**src/rtl/rca_multiword_seq_pkg.sv**
```systemverilog
// rca_multiword_seq_pkg: shared state encoding, default sizes and index-width helper
`default_nettype none

package rca_multiword_seq_pkg;

  localparam int unsigned DEF_WIDTH = 16;
  localparam int unsigned DEF_SLICE = 4;

  typedef enum logic [1:0] {
    ST_IDLE = 2'd0,
    ST_RUN  = 2'd1,
    ST_DONE = 2'd2
  } state_e;

  // Slice index counter width; a single-slice configuration still needs one bit.
  function automatic int unsigned idx_width(input int unsigned nslice);
    return (nslice > 1) ? $clog2(nslice) : 1;
  endfunction

endpackage

`default_nettype wire

```
**src/rtl/rca_multiword_seq_if.sv**
```systemverilog
// rca_multiword_seq_if: start/busy/done request bus between requester and the sequencer
`default_nettype none

interface rca_multiword_seq_if
  import rca_multiword_seq_pkg::*;
#(
  parameter int unsigned WIDTH = DEF_WIDTH
);

  logic             start;
  logic             sub;
  logic [WIDTH-1:0] a;
  logic [WIDTH-1:0] b;
  logic             cin;
  logic             ready;
  logic             busy;
  logic             done;
  logic [WIDTH-1:0] sum;
  logic             cout;
  logic             ovf;

  modport master (
    output start, sub, a, b, cin,
    input  ready, busy, done, sum, cout, ovf
  );

  modport slave (
    input  start, sub, a, b, cin,
    output ready, busy, done, sum, cout, ovf
  );

endinterface

`default_nettype wire

```
**src/rtl/rca_multiword_seq_slice.sv**
```systemverilog
// rca_slice4: combinational SLICE-bit ripple chain of full adders
`default_nettype none

module rca_slice4 #(
  parameter int unsigned SLICE = 4
) (
  input  wire logic [SLICE-1:0] a_i,
  input  wire logic [SLICE-1:0] b_i,
  input  wire logic             cin_i,
  output logic      [SLICE-1:0] sum_o,
  output logic                  cout_o,
  output logic                  cmsb_o
);

  logic [SLICE:0] c;

  assign c[0] = cin_i;

  for (genvar i = 0; i < SLICE; i++) begin : g_fa
    assign sum_o[i] = a_i[i] ^ b_i[i] ^ c[i];
    assign c[i+1]   = (a_i[i] & b_i[i]) | (c[i] & (a_i[i] ^ b_i[i]));
  end

  assign cout_o = c[SLICE];
  // Carry into the top stage, used by the caller for signed overflow.
  assign cmsb_o = c[SLICE-1];

endmodule

`default_nettype wire

```
**src/rtl/rca_multiword_seq.sv**
```systemverilog
// rca_multiword_seq: WIDTH-bit add/subtract computed one SLICE-bit ripple slice per clock
`default_nettype none

module rca_multiword_seq
  import rca_multiword_seq_pkg::*;
#(
  parameter int unsigned WIDTH = DEF_WIDTH,
  parameter int unsigned SLICE = DEF_SLICE
) (
  input  wire logic          clk,
  input  wire logic          rst,
  rca_multiword_seq_if.slave bus_if
);

  localparam int unsigned NSLICE = WIDTH / SLICE;
  localparam int unsigned IDXW   = idx_width(NSLICE);
  localparam logic [IDXW-1:0] LAST_IDX = IDXW'(NSLICE - 1);

  state_e           state_q, state_d;
  logic [IDXW-1:0]  idx_q, idx_d;
  logic             carry_q, carry_d;
  logic [WIDTH-1:0] a_q, a_d;
  logic [WIDTH-1:0] b_q, b_d;
  logic [WIDTH-1:0] sum_q, sum_d;
  logic             cout_q, cout_d;
  logic             ovf_q, ovf_d;

  logic [SLICE-1:0] slice_a;
  logic [SLICE-1:0] slice_b;
  logic [SLICE-1:0] slice_sum;
  logic             slice_cout;
  logic             slice_cmsb;

  assign slice_a = a_q[idx_q*SLICE +: SLICE];
  assign slice_b = b_q[idx_q*SLICE +: SLICE];

  rca_slice4 #(
    .SLICE (SLICE)
  ) u_slice (
    .a_i    (slice_a),
    .b_i    (slice_b),
    .cin_i  (carry_q),
    .sum_o  (slice_sum),
    .cout_o (slice_cout),
    .cmsb_o (slice_cmsb)
  );

  always_ff @(posedge clk) begin
    if (rst) begin
      state_q <= ST_IDLE;
      idx_q   <= '0;
      carry_q <= 1'b0;
      a_q     <= '0;
      b_q     <= '0;
      sum_q   <= '0;
      cout_q  <= 1'b0;
      ovf_q   <= 1'b0;
    end else begin
      state_q <= state_d;
      idx_q   <= idx_d;
      carry_q <= carry_d;
      a_q     <= a_d;
      b_q     <= b_d;
      sum_q   <= sum_d;
      cout_q  <= cout_d;
      ovf_q   <= ovf_d;
    end
  end

  always_comb begin
    state_d = state_q;
    idx_d   = idx_q;
    carry_d = carry_q;
    a_d     = a_q;
    b_d     = b_q;
    sum_d   = sum_q;
    cout_d  = cout_q;
    ovf_d   = ovf_q;

    case (state_q)
      ST_IDLE: begin
        if (bus_if.start) begin
          // Subtraction is a + ~b + 1, so cin is replaced by the forced 1.
          a_d     = bus_if.a;
          b_d     = bus_if.sub ? ~bus_if.b : bus_if.b;
          carry_d = bus_if.sub ? 1'b1 : bus_if.cin;
          idx_d   = '0;
          state_d = ST_RUN;
        end
      end
      ST_RUN: begin
        sum_d[idx_q*SLICE +: SLICE] = slice_sum;
        carry_d = slice_cout;
        if (idx_q == LAST_IDX) begin
          idx_d   = '0;
          cout_d  = slice_cout;
          ovf_d   = slice_cmsb ^ slice_cout;
          state_d = ST_DONE;
        end else begin
          idx_d = idx_q + IDXW'(1);
        end
      end
      ST_DONE: begin
        state_d = ST_IDLE;
      end
      default: begin
        state_d = ST_IDLE;
      end
    endcase
  end

  assign bus_if.ready = (state_q == ST_IDLE);
  assign bus_if.busy  = (state_q == ST_RUN);
  assign bus_if.done  = (state_q == ST_DONE);
  assign bus_if.sum   = sum_q;
  assign bus_if.cout  = cout_q;
  assign bus_if.ovf   = ovf_q;

endmodule

`default_nettype wire

```
**src/flat_wrapper.sv**
```systemverilog
// flat-port wrapper written by rule: the top's interface ports become plain ports
module rca_multiword_seq_flat import rca_multiword_seq_pkg::*;
#(
  parameter int unsigned WIDTH = DEF_WIDTH,
  parameter int unsigned SLICE = DEF_SLICE
)
  (clk, rst, bus_if_start, bus_if_sub, bus_if_a, bus_if_b, bus_if_cin, bus_if_ready, bus_if_busy, bus_if_done, bus_if_sum, bus_if_cout, bus_if_ovf);
  rca_multiword_seq_if #(.WIDTH(WIDTH)) bus_if_i ();
  input  wire logic clk;
  input  wire logic rst;
  input wire logic [$bits(bus_if_i.start)-1:0] bus_if_start;
  input wire logic [$bits(bus_if_i.sub)-1:0] bus_if_sub;
  input wire logic [$bits(bus_if_i.a)-1:0] bus_if_a;
  input wire logic [$bits(bus_if_i.b)-1:0] bus_if_b;
  input wire logic [$bits(bus_if_i.cin)-1:0] bus_if_cin;
  output wire logic [$bits(bus_if_i.ready)-1:0] bus_if_ready;
  output wire logic [$bits(bus_if_i.busy)-1:0] bus_if_busy;
  output wire logic [$bits(bus_if_i.done)-1:0] bus_if_done;
  output wire logic [$bits(bus_if_i.sum)-1:0] bus_if_sum;
  output wire logic [$bits(bus_if_i.cout)-1:0] bus_if_cout;
  output wire logic [$bits(bus_if_i.ovf)-1:0] bus_if_ovf;
  assign bus_if_i.start = bus_if_start;
  assign bus_if_i.sub = bus_if_sub;
  assign bus_if_i.a = bus_if_a;
  assign bus_if_i.b = bus_if_b;
  assign bus_if_i.cin = bus_if_cin;
  assign bus_if_ready = bus_if_i.ready;
  assign bus_if_busy = bus_if_i.busy;
  assign bus_if_done = bus_if_i.done;
  assign bus_if_sum = bus_if_i.sum;
  assign bus_if_cout = bus_if_i.cout;
  assign bus_if_ovf = bus_if_i.ovf;
  rca_multiword_seq #(.WIDTH(WIDTH), .SLICE(SLICE)) u_core (.clk(clk), .rst(rst), .bus_if(bus_if_i));
endmodule
```
**config.mk**
```make
export PLATFORM = sky130hd
export DESIGN_NAME = rca_multiword_seq_flat
export DESIGN_NICKNAME = d
export VERILOG_FILES = /design/src/rtl/rca_multiword_seq_pkg.sv /design/src/rtl/rca_multiword_seq_if.sv /design/src/rtl/rca_multiword_seq_slice.sv /design/src/rtl/rca_multiword_seq.sv /design/src/flat_wrapper.sv
export SDC_FILE = /design/constraint.sdc
export NUM_CORES = 1
export LEC_CHECK = 0
export ABC_AREA = 0
export ABC_CLOCK_PERIOD_IN_PS = 4920
export CORE_UTILIZATION = 54
export DETAILED_ROUTE_END_ITERATION = 8
export PLACE_DENSITY_LB_ADDON = 0.1
export REMOVE_ABC_BUFFERS = 1
export SETUP_SLACK_MARGIN = 0.3
export SLEW_MARGIN = 20
export SYNTH_ARGS = -nofsm -noshare
export SYNTH_HDL_FRONTEND = slang
export SYNTH_SLANG_ARGS = --single-unit
export TNS_END_PERCENT = 20
```
**constraint.sdc**
```tcl
create_clock -name clk -period 4.92 [get_ports clk]
set_input_delay 0.984 -clock clk [delete_from_list [all_inputs] [get_ports clk]]
set_output_delay 0.984 -clock clk [all_outputs]
set_load 0.01 [all_outputs]
```
### After elaboration in Yosys (flattened, before gate mapping)

Cells that the tools add are included.

| operators by class | value |
|---|---|
| add/sub/neg operators | 2 |
| eq/ne operators | 5 |
| shift operators | 4 |
| mux-type cells | 11 |
| bitwise operators | 22 |
| reductions and logical operators | 6 |

Operators by type and width:

| cell | count |
|---|---|
| 4-bit negator with 34-bit output | 1 |
| 4-bit by 34-bit variable shift with 16-bit output (first input constant) | 1 |
| 4-bit by 34-bit indexed part select with 16-bit output | 1 |
| 16-bit by 5-bit indexed part select with 4-bit output | 2 |
| 16-bit bitwise mux | 1 |
| 16-bit 2-to-1 mux | 1 |
| 16-bit inverter | 1 |
| 1-bit bitwise XOR | 9 |
| 1-bit bitwise AND | 8 |
| 2-bit 2-to-1 mux | 4 |
| 2-bit one-hot mux with 2 select lines | 2 |
| 2-bit AND reduction | 4 |
| 2-bit equality test (second input constant) | 2 |
| 1-bit OR | 4 |
| 2-bit by 1-bit adder with 2-bit output (second input constant) | 1 |
| 2-bit by 1-bit equality test with 1-bit output (second input constant) | 1 |
| 2-bit logical NOT | 1 |
| 1-bit 2-to-1 mux | 2 |
| 2-bit by 1-bit inequality test with 1-bit output (second input constant) | 1 |
| 2-bit inequality test (second input constant) | 1 |
| 1-bit one-hot mux with 2 select lines | 1 |
| 2-bit nonzero test | 1 |

| storage, ports and cells | value |
|---|---|
| register bits | 55 |
| input port bits | 37 |
| output and inout port bits | 21 |
| word-level logic and storage cells | 58 |

### Longest topological paths before layout

Gate-level depths: netlist of the first run.

| logic depth | value |
|---|---|
| depth in word-level cells | 11 |
| gate-level depth with buffers | 9 |
| gate-level depth less buffers | 8 |

### Hierarchy

From an unflattened synthesis of the first run, not the netlist that was laid out.

| unflattened totals | value |
|---|---|
| cell total of the unflattened synthesis | 275 |
| area, all modules | 2697.6 sq um |

By module, submodules not included:

| module | instances | cells each | area each (sq um) | sequential area each (sq um) |
|---|---|---|---|---|
| rca_multiword_seq | 1 | 263 | 2587.5 | 1101.1 |
| rca_slice4 | 1 | 12 | 110.1 | 0.0 |

### Worst setup path before layout of the first run

No wires, ideal clock.

| timing path | value |
|---|---|
| kind | register -> register |
| start point | register u_core.idx_q[0] |
| end point | register u_core.sum_q[3], in the netlist u_core.bus_if.sum[3] |
| library setup time | 0.092 ns |
| arrival | 3.291 ns |
| data required time | 4.828 ns |
| setup slack | 1.536 ns |
| stages on the path, launching flop included | 9 |
| buffers on the path | 1 |
| period minus slack after synthesis | 3.384 ns |
| path through | dfxtp_1 buf_2 mux4_2 fa_1 fa_1 fa_1 fa_1 inv_1 o32ai_1 |

| on the way | value |
|---|---|
| cells in the longest elaborated chain, start to end | 11 |
| elaborated cells on any way between the ends | 23 |
| classes of those cells | add/sub (1); shift (4); mux (1); bitwise (17) |

Ends and longest elaborated chain:

| item | line | text |
|---|---|---|
| from (decl) | rca_multiword_seq.sv:20 | `logic [IDXW-1:0] idx_q, idx_d;` |
| from (signal assigned) | rca_multiword_seq.sv:60 | `idx_q <= idx_d;` |
| 16-bit by 5-bit indexed part select with 4-bit output, on equally long branches | rca_multiword_seq.sv:34, rca_multiword_seq.sv:35 |  |
| 1-bit bitwise XOR | rca_multiword_seq_slice.sv:20, rca_multiword_seq_slice.sv:21 |  |
| 1-bit bitwise AND | rca_multiword_seq_slice.sv:21 | `assign c[i+1] = (a_i[i] & b_i[i]) \| (c[i] & (a_i[i] ^ b_i[i]));` |
| 1-bit OR | rca_multiword_seq_slice.sv:21 |  |
| 1-bit bitwise AND | rca_multiword_seq_slice.sv:21 |  |
| 1-bit OR | rca_multiword_seq_slice.sv:21 |  |
| 1-bit bitwise AND | rca_multiword_seq_slice.sv:21 |  |
| 1-bit OR | rca_multiword_seq_slice.sv:21 |  |
| 1-bit bitwise XOR | rca_multiword_seq_slice.sv:20 | `assign sum_o[i] = a_i[i] ^ b_i[i] ^ c[i];` |
| 4-bit by 34-bit indexed part select with 16-bit output | rca_multiword_seq.sv:92 | `sum_d[idx_q*SLICE +: SLICE] = slice_sum;` |
| 16-bit bitwise mux * | rca_multiword_seq.sv:92 |  |
| to (signal assigned) | rca_multiword_seq.sv:64 | `sum_q <= sum_d;` |
| to (decl) | rca_multiword_seq.sv:24 | `logic [WIDTH-1:0] sum_q, sum_d;` |

Every way passes the cells marked *; elsewhere a longest branch is shown, timed or not.
A chain may end at the register's enable or synchronous reset.

### Worst setup path after layout of the first run

Same ends and word-level chain as after synthesis.

==> results.toml, run 1 <==
[timing]
final.setup.tns_ns = 0
setup_viol_count_final = 0
rsz0062_at_grt = "false"
relSlewSlack_pct = 31.5
worst_slew_pin_slew_ns = 1.03
slew_violations = 0
fin_crit_ns = 3.72
setup_ws_ns = 1.20
hold_viol = 0
hold_ws_ns = 0.463
clock_skew_ns = 0.00573
finalCritPeriodShare_pct = 75.7
clock.fmax_mhz = 269

[grt]
grt_max_degree = 61
grt_pass1_vias = 1890
grt_pass1_wl_um = 8520
grt-ovfl-total = 0
grtUsageTotal_pct = 21.6
antenna_found_initial = 0

[floorplan]
die_y_um = 70.4
rows = 24
pin_count = 58
start_util_pct = 57.3
die_x_um = 70.4
die-area_um2 = 4960
core-area_um2 = 4410

[synth]
async_flop_share_pct = 0
synth.area.top_cells = "dfxtp_1, mux4_2, nand2_1"
ys_seq_area_share_pct = 43.5
synth_cell_type_count = 35
ys_seq_elements = 55
yosysWarnings = 0
synth_area_um2 = 2530
yosysTopAreaCell = "dfxtp_1"
synth_edf_count = 0
synthFlopType = "dfxtp_1"
syn_area_per_cell_um2 = 9.40
synthCells = 269
synth_top_area_share_pct = 43.5

[worst_setup_path]
crit_path_cell_trace = "mux4_2 > fa_1 > fa_1 > fa_1 > fa_1 > inv_1 > o32ai_1"
slowest_delay_ns = 0.84
crit_buf_inv = 1
end_kind = "flop"
cp.arrival_ns = 3.93
crit_family = "adder cells"
cp_max_fo = 17
crit_type = "reg2reg"
critical_path_required_ns = 5.13
cp-start-kind = "flop"
cp_slowest_cell = "dfxtp_1"
cp_common_cell = "fa_1"

[detailed_routing]
top_layer = "met4"
wl_met1_um = 2360
via_per_inst = 5.60
ant_nets = 0
firstDrtPassIters = 4
routed-wl-met3_um = 185
wirelength_um = 5070
met2_length_um = 2490
drtIter0Drc = 144
drc_errors = 0
routedWlPerCell_um = 13.8
vias = 2061

[clocking]
cts-root-buf = "clkbuf_8"
cts_inserted_buffers = 5
clkTransAtPathRegs_ns = 0.09
cts_tree = "yes"
cts.sinks = 55
worstSkewPairLatency_ns = 0.30
cts_setup_buffers = 0
clockBufferDepth = 2
cts.htree.levels = 2
cts_resized = 0
cts-hold-fix-buffers = 0

[final_layout]
multi_input_area_um2 = 1330
fin_cells = 368
final_util_pct = 71.9
syn_to_final_growth_pct = 25.4
final_cell_area_um2 = 3170
fillers = 348
drive_gt1_share_pct = 6.33
final-seq-area_um2 = 1100
antennaDiodeCount = 0
final_net_count = 362

[run]
drv_cap = 0

[worst_hold_path]
hp-class = "reg2reg"

[placement]
gp_congestion = 0.852
placed_area_um2 = 3090
port_buffers = 57
placedCellCount = 360
dp_hpwl_um = 3540
pre_cts_ws_ns = 1.18

[status]
status = "complete, no violations"

[pwr]
design_power_total_mw = 0.892
power_density_nw_per_um2 = 281
p_leak_nw = 1.15
vdd_drop_max_uv = 176
path summary, 6_finish.rpt:
check                   from                    to  slack (ns)  cells after the start
max          u_core.idx_q[0]  u_core.bus_if.sum[3]        1.20                      7
max reg2reg  u_core.idx_q[0]  u_core.bus_if.sum[3]        1.20                      7
min            u_core.a_q[9]         u_core.a_q[9]        0.46                      2
min reg2reg    u_core.a_q[9]         u_core.a_q[9]        0.46                      2
layout make-up:
type	count	share of cell area, %
clock inverter	1	0.158
inverter	7	0.828
multi-input combinational	188	41.8
clock buffer	7	2.41
timing repair buffer	58	18.1
tap	52	2.05
sequential	55	34.7
power by group:
group / internal [mW] / switching, mW / leakage [nW]
sequential: 0.470 / 0.0201 / 0.450
clock: 0.100 / 0.138 / 0.0422
combinational: 0.0849 / 0.0784 / 0.653
total: 0.655 / 0.237 / 1.15
worst register-to-register path: stages (launching register included):
cell and delay (ns):
dfxtp_1 0.84, mux4_2 0.62, fa_1 0.42, fa_1 0.40, fa_1 0.43, fa_1 0.60, inv_1 0.06, o32ai_1 0.26
cell usage after synthesis (all sizes together), types with 5 or more instances:
cell    instances
nand2          39
nor2           31
a211oi         16
a32oi           8
nand2b          5
mux4            8
xnor2          16
buf             9
a21oi          24
inv             7
dfxtp          55
ha              6
clkbuf         10
routing by layer:
metal	global-route usage (%)	vias to the layer above
met3	3.90	4
met5	0	-
li1	-	1024
met2	34.9	55
met1	28.4	978
met4	8.67	0
registers in the layout, indices dropped and copies added, names as in the netlist:
| signal | count |
|---|---|
| u_core.carry_q | 1 |
| u_core.bus_if.sum | 16 |
| u_core.idx_q | 2 |
| u_core.b_q | 16 |
| u_core.bus_if.ovf | 1 |
| u_core.a_q | 16 |
| u_core.bus_if.cout | 1 |
| u_core.state_q | 2 |
logic make-up (layout without fill, tap and decap cells):
group	Yosys count	count (layout)	synth area share, %
DFF	55	55	43.5
buffers and inverters	26	73	4.25
and+or+nand+nor	96	96	18.0
AOI/OAI and AO/OA	56	56	14.7
muxes	9	9	7.52
xor gates and xnor gates	17	17	5.89
adders and majority gates	10	10	6.13
placed cells by master, fill, tap and decap left out, drive strengths merged, types with 7 or more instances in the layout:
master         instances
a211oi                16
a21oi                 24
a32oi                  8
clkbuf                 7
clkdlybuf4s50         56
dfxtp                 55
inv                    7
mux4                   8
nand2                 39
nor2                  31
xnor2                 16
Power figures use the tool's default switching activity.
==> run 2, diff against run 1 <==
--- a/config.mk
+++ b/config.mk
@@ -6,8 +6,8 @@
 export NUM_CORES = 1
 export LEC_CHECK = 0
 export ABC_AREA = 0
-export ABC_CLOCK_PERIOD_IN_PS = 4920
-export CORE_UTILIZATION = 54
+export ABC_CLOCK_PERIOD_IN_PS = 3300
+export CORE_UTILIZATION = 45
 export DETAILED_ROUTE_END_ITERATION = 8
 export PLACE_DENSITY_LB_ADDON = 0.1
 export REMOVE_ABC_BUFFERS = 1
==> constraint.sdc (replaced) <==
create_clock -name clk -period 3.3 [get_ports clk]
set_input_delay 0.66 -clock clk [delete_from_list [all_inputs] [get_ports clk]]
set_output_delay 0.66 -clock clk [all_outputs]
set_load 0.01 [all_outputs]
==> run 2 against run 1 <==
Critical path depth unchanged. Sequential cell count did not move. Cell count grew 7.6%. Design area rose by 3.8%. First-iteration DRC count down 49%. Register-to-register slack lost 0.79 ns. Count of clock-buffer cells in the layout fell by 2. Wire length rose by 5.8%. Critical path type unchanged. Largest cell class unchanged.
==> results.toml, run 2 (same netlist as run 1, synthesis figures left out) <==
[final_layout]
final_util_pct = 62.5
syn_to_final_growth_pct = 30.2
fillers = 490
mostFrequentLayoutCells = "clkdlybuf4s50_1, dfxtp_1, nand2_1"
final_net_count = 372
drive_gt1_share_pct = 11.7
fin_cells = 396
layout_commonest_cell = "clkdlybuf4s50_1"
antennaDiodeCount = 0

[floorplan]
die_x_um = 77.0
die_y_um = 77.0
rows = 26
die-area_um2 = 5930
start_util_pct = 48.0
pin_count = 58
core-area_um2 = 5270

[worst_setup_path]
cp.arrival_ns = 3.12
crit_type = "reg2reg"
cp-start-kind = "flop"
cp_max_fo = 4
end_kind = "flop"
r2r-start = "u_core.idx_q[0]"
startpoint = "u_core.idx_q[0]"
critical_path_required_ns = 3.53

[timing]
fin_crit_ns = 2.89
relSlewSlack_pct = 37.9
clock.fmax_mhz = 346
finalCritPeriodShare_pct = 87.5
hold_viol = 0
rsz0062_at_grt = "false"
slew_violations = 0
clock_skew_ns = 0.00485
setup_viol_count_final = 0
worst_slew_pin_slew_ns = 0.929

[detailed_routing]
met2_length_um = 2580
wirelength_um = 5360
drtIter0Drc = 73
top_layer = "met4"
vias = 2059
routedWlPerCell_um = 13.5
firstDrtPassIters = 4
via_per_inst = 5.20
drc_errors = 0
ant_nets = 0
wl_met1_um = 2500
routed-wl-met3_um = 203

[grt]
grt_max_degree = 50
grtUsageTotal_pct = 19.2
antenna_found_initial = 0
grt-ovfl-total = 0
grt_pass1_vias = 1899
grt_pass1_wl_um = 9000

[pwr]
combPwrFrac_pct = 19.8
switching_share_pct = 27.5
power.switching_mw = 0.373
power_frac_seq_pct = 53.2
p_leak_nw = 1.20
intPower_mw = 0.985
clkPwrFrac_pct = 27.0
vdd_drop_max_uv = 231
power_density_nw_per_um2 = 412

[placement]
port_buffers = 57
dp_hpwl_um = 3800
gp_congestion = 0.806
placedCellCount = 385

[clocking]
cts-hold-fix-buffers = 0
cts-root-buf = "clkbuf_8"
worstSkewPairLatency_ns = 0.31
cts.htree.levels = 2
clkTransAtPathRegs_ns = 0.10
cts_inserted_buffers = 5
cts.sinks = 55
clockBufferDepth = 2
cts_tree = "yes"

[status]
status = "complete, no violations"

[run]
drv_cap = 0

[worst_hold_path]
hold_start = "u_core.a_q[3]"
hp-class = "reg2reg"
[run 2: changes by cell type in the layout (fill, tap and decap cells not counted), moves of 2 or more]
cell	delta
fa_1	-4
clkbuf_1	-2
buf_4	+10
clkinv_2	+2
fa_2	+4
[run 2: final timing paths]
path	depth (start not counted)	slack, ns	to
worst min register to register	2	0.46	u_core.a_q[3]
worst min-delay path	2	0.46	u_core.a_q[3]
worst max register to register	7	0.41	u_core.bus_if.sum[3]
worst max-delay path	7	0.41	u_core.bus_if.sum[3]
[run 2: final cells by class]
| cell class | count | area (um^2) | area share (%) |
|---|---|---|---|
| inverters | 7 | 26.3 | 0.798 |
| multi-input cells | 188 | 1340 | 40.8 |
| repair buffers | 68 | 648 | 19.7 |
| clock buffers | 5 | 68.8 | 2.09 |
| flip-flops and latches | 55 | 1100 | 33.5 |
| well taps | 70 | 87.6 | 2.66 |
| clock inverters | 3 | 15.0 | 0.456 |
[run 2: layer usage]
metal	up-vias	global-route usage (%)
li1	1059	-
met1	939	24.9
met2	56	32.6
met3	5	2.86
met4	0	6.79
met5	-	0
[run 2: power groups by stage]
stage	clock network, mW	registers [mW]	logic [mW]
after CTS	0.375	0.723	0.269
after detailed placement	0	0.739	0.260
after floorplan	0	0.737	0.142
final	0.366	0.723	0.269
after global routing	0.395	0.728	0.295
after global placement	0	0.737	0.257
[run 2: worst max-delay path, stage by stage, from the launching register on]
cell and delay (ns):
dfxtp_4 0.38, mux4_2 0.52, fa_2 0.37, fa_2 0.34, fa_2 0.37, fa_2 0.59
inv_1 0.06, o32ai_2 0.18
[run 2: metrics by stage]
step	area [um^2]	power (mW)	setup slack (ns)	setup TNS, ns	hold slack, ns
final	3290	1.36	0.411	0	0.456
after global routing	3290	1.42	0.318	0	0.485
after CTS	3290	1.37	0.304	0	0.460
after detailed placement	3170	0.999	0.0929	0	0.447
after global placement	3170	0.994	0.127	0	0.441
after floorplan	2450	0.879	-0.433	-12.82	0.427
[run 2: timing repair]
| action | CTS | global route |
|---|---|---|
| pin swaps | 3 | 4 |
| gates resized for setup | 7 | 0 |
| setup buffers | 2 | 1 |
| endpoints found under the setup margin | 7 | 2 |
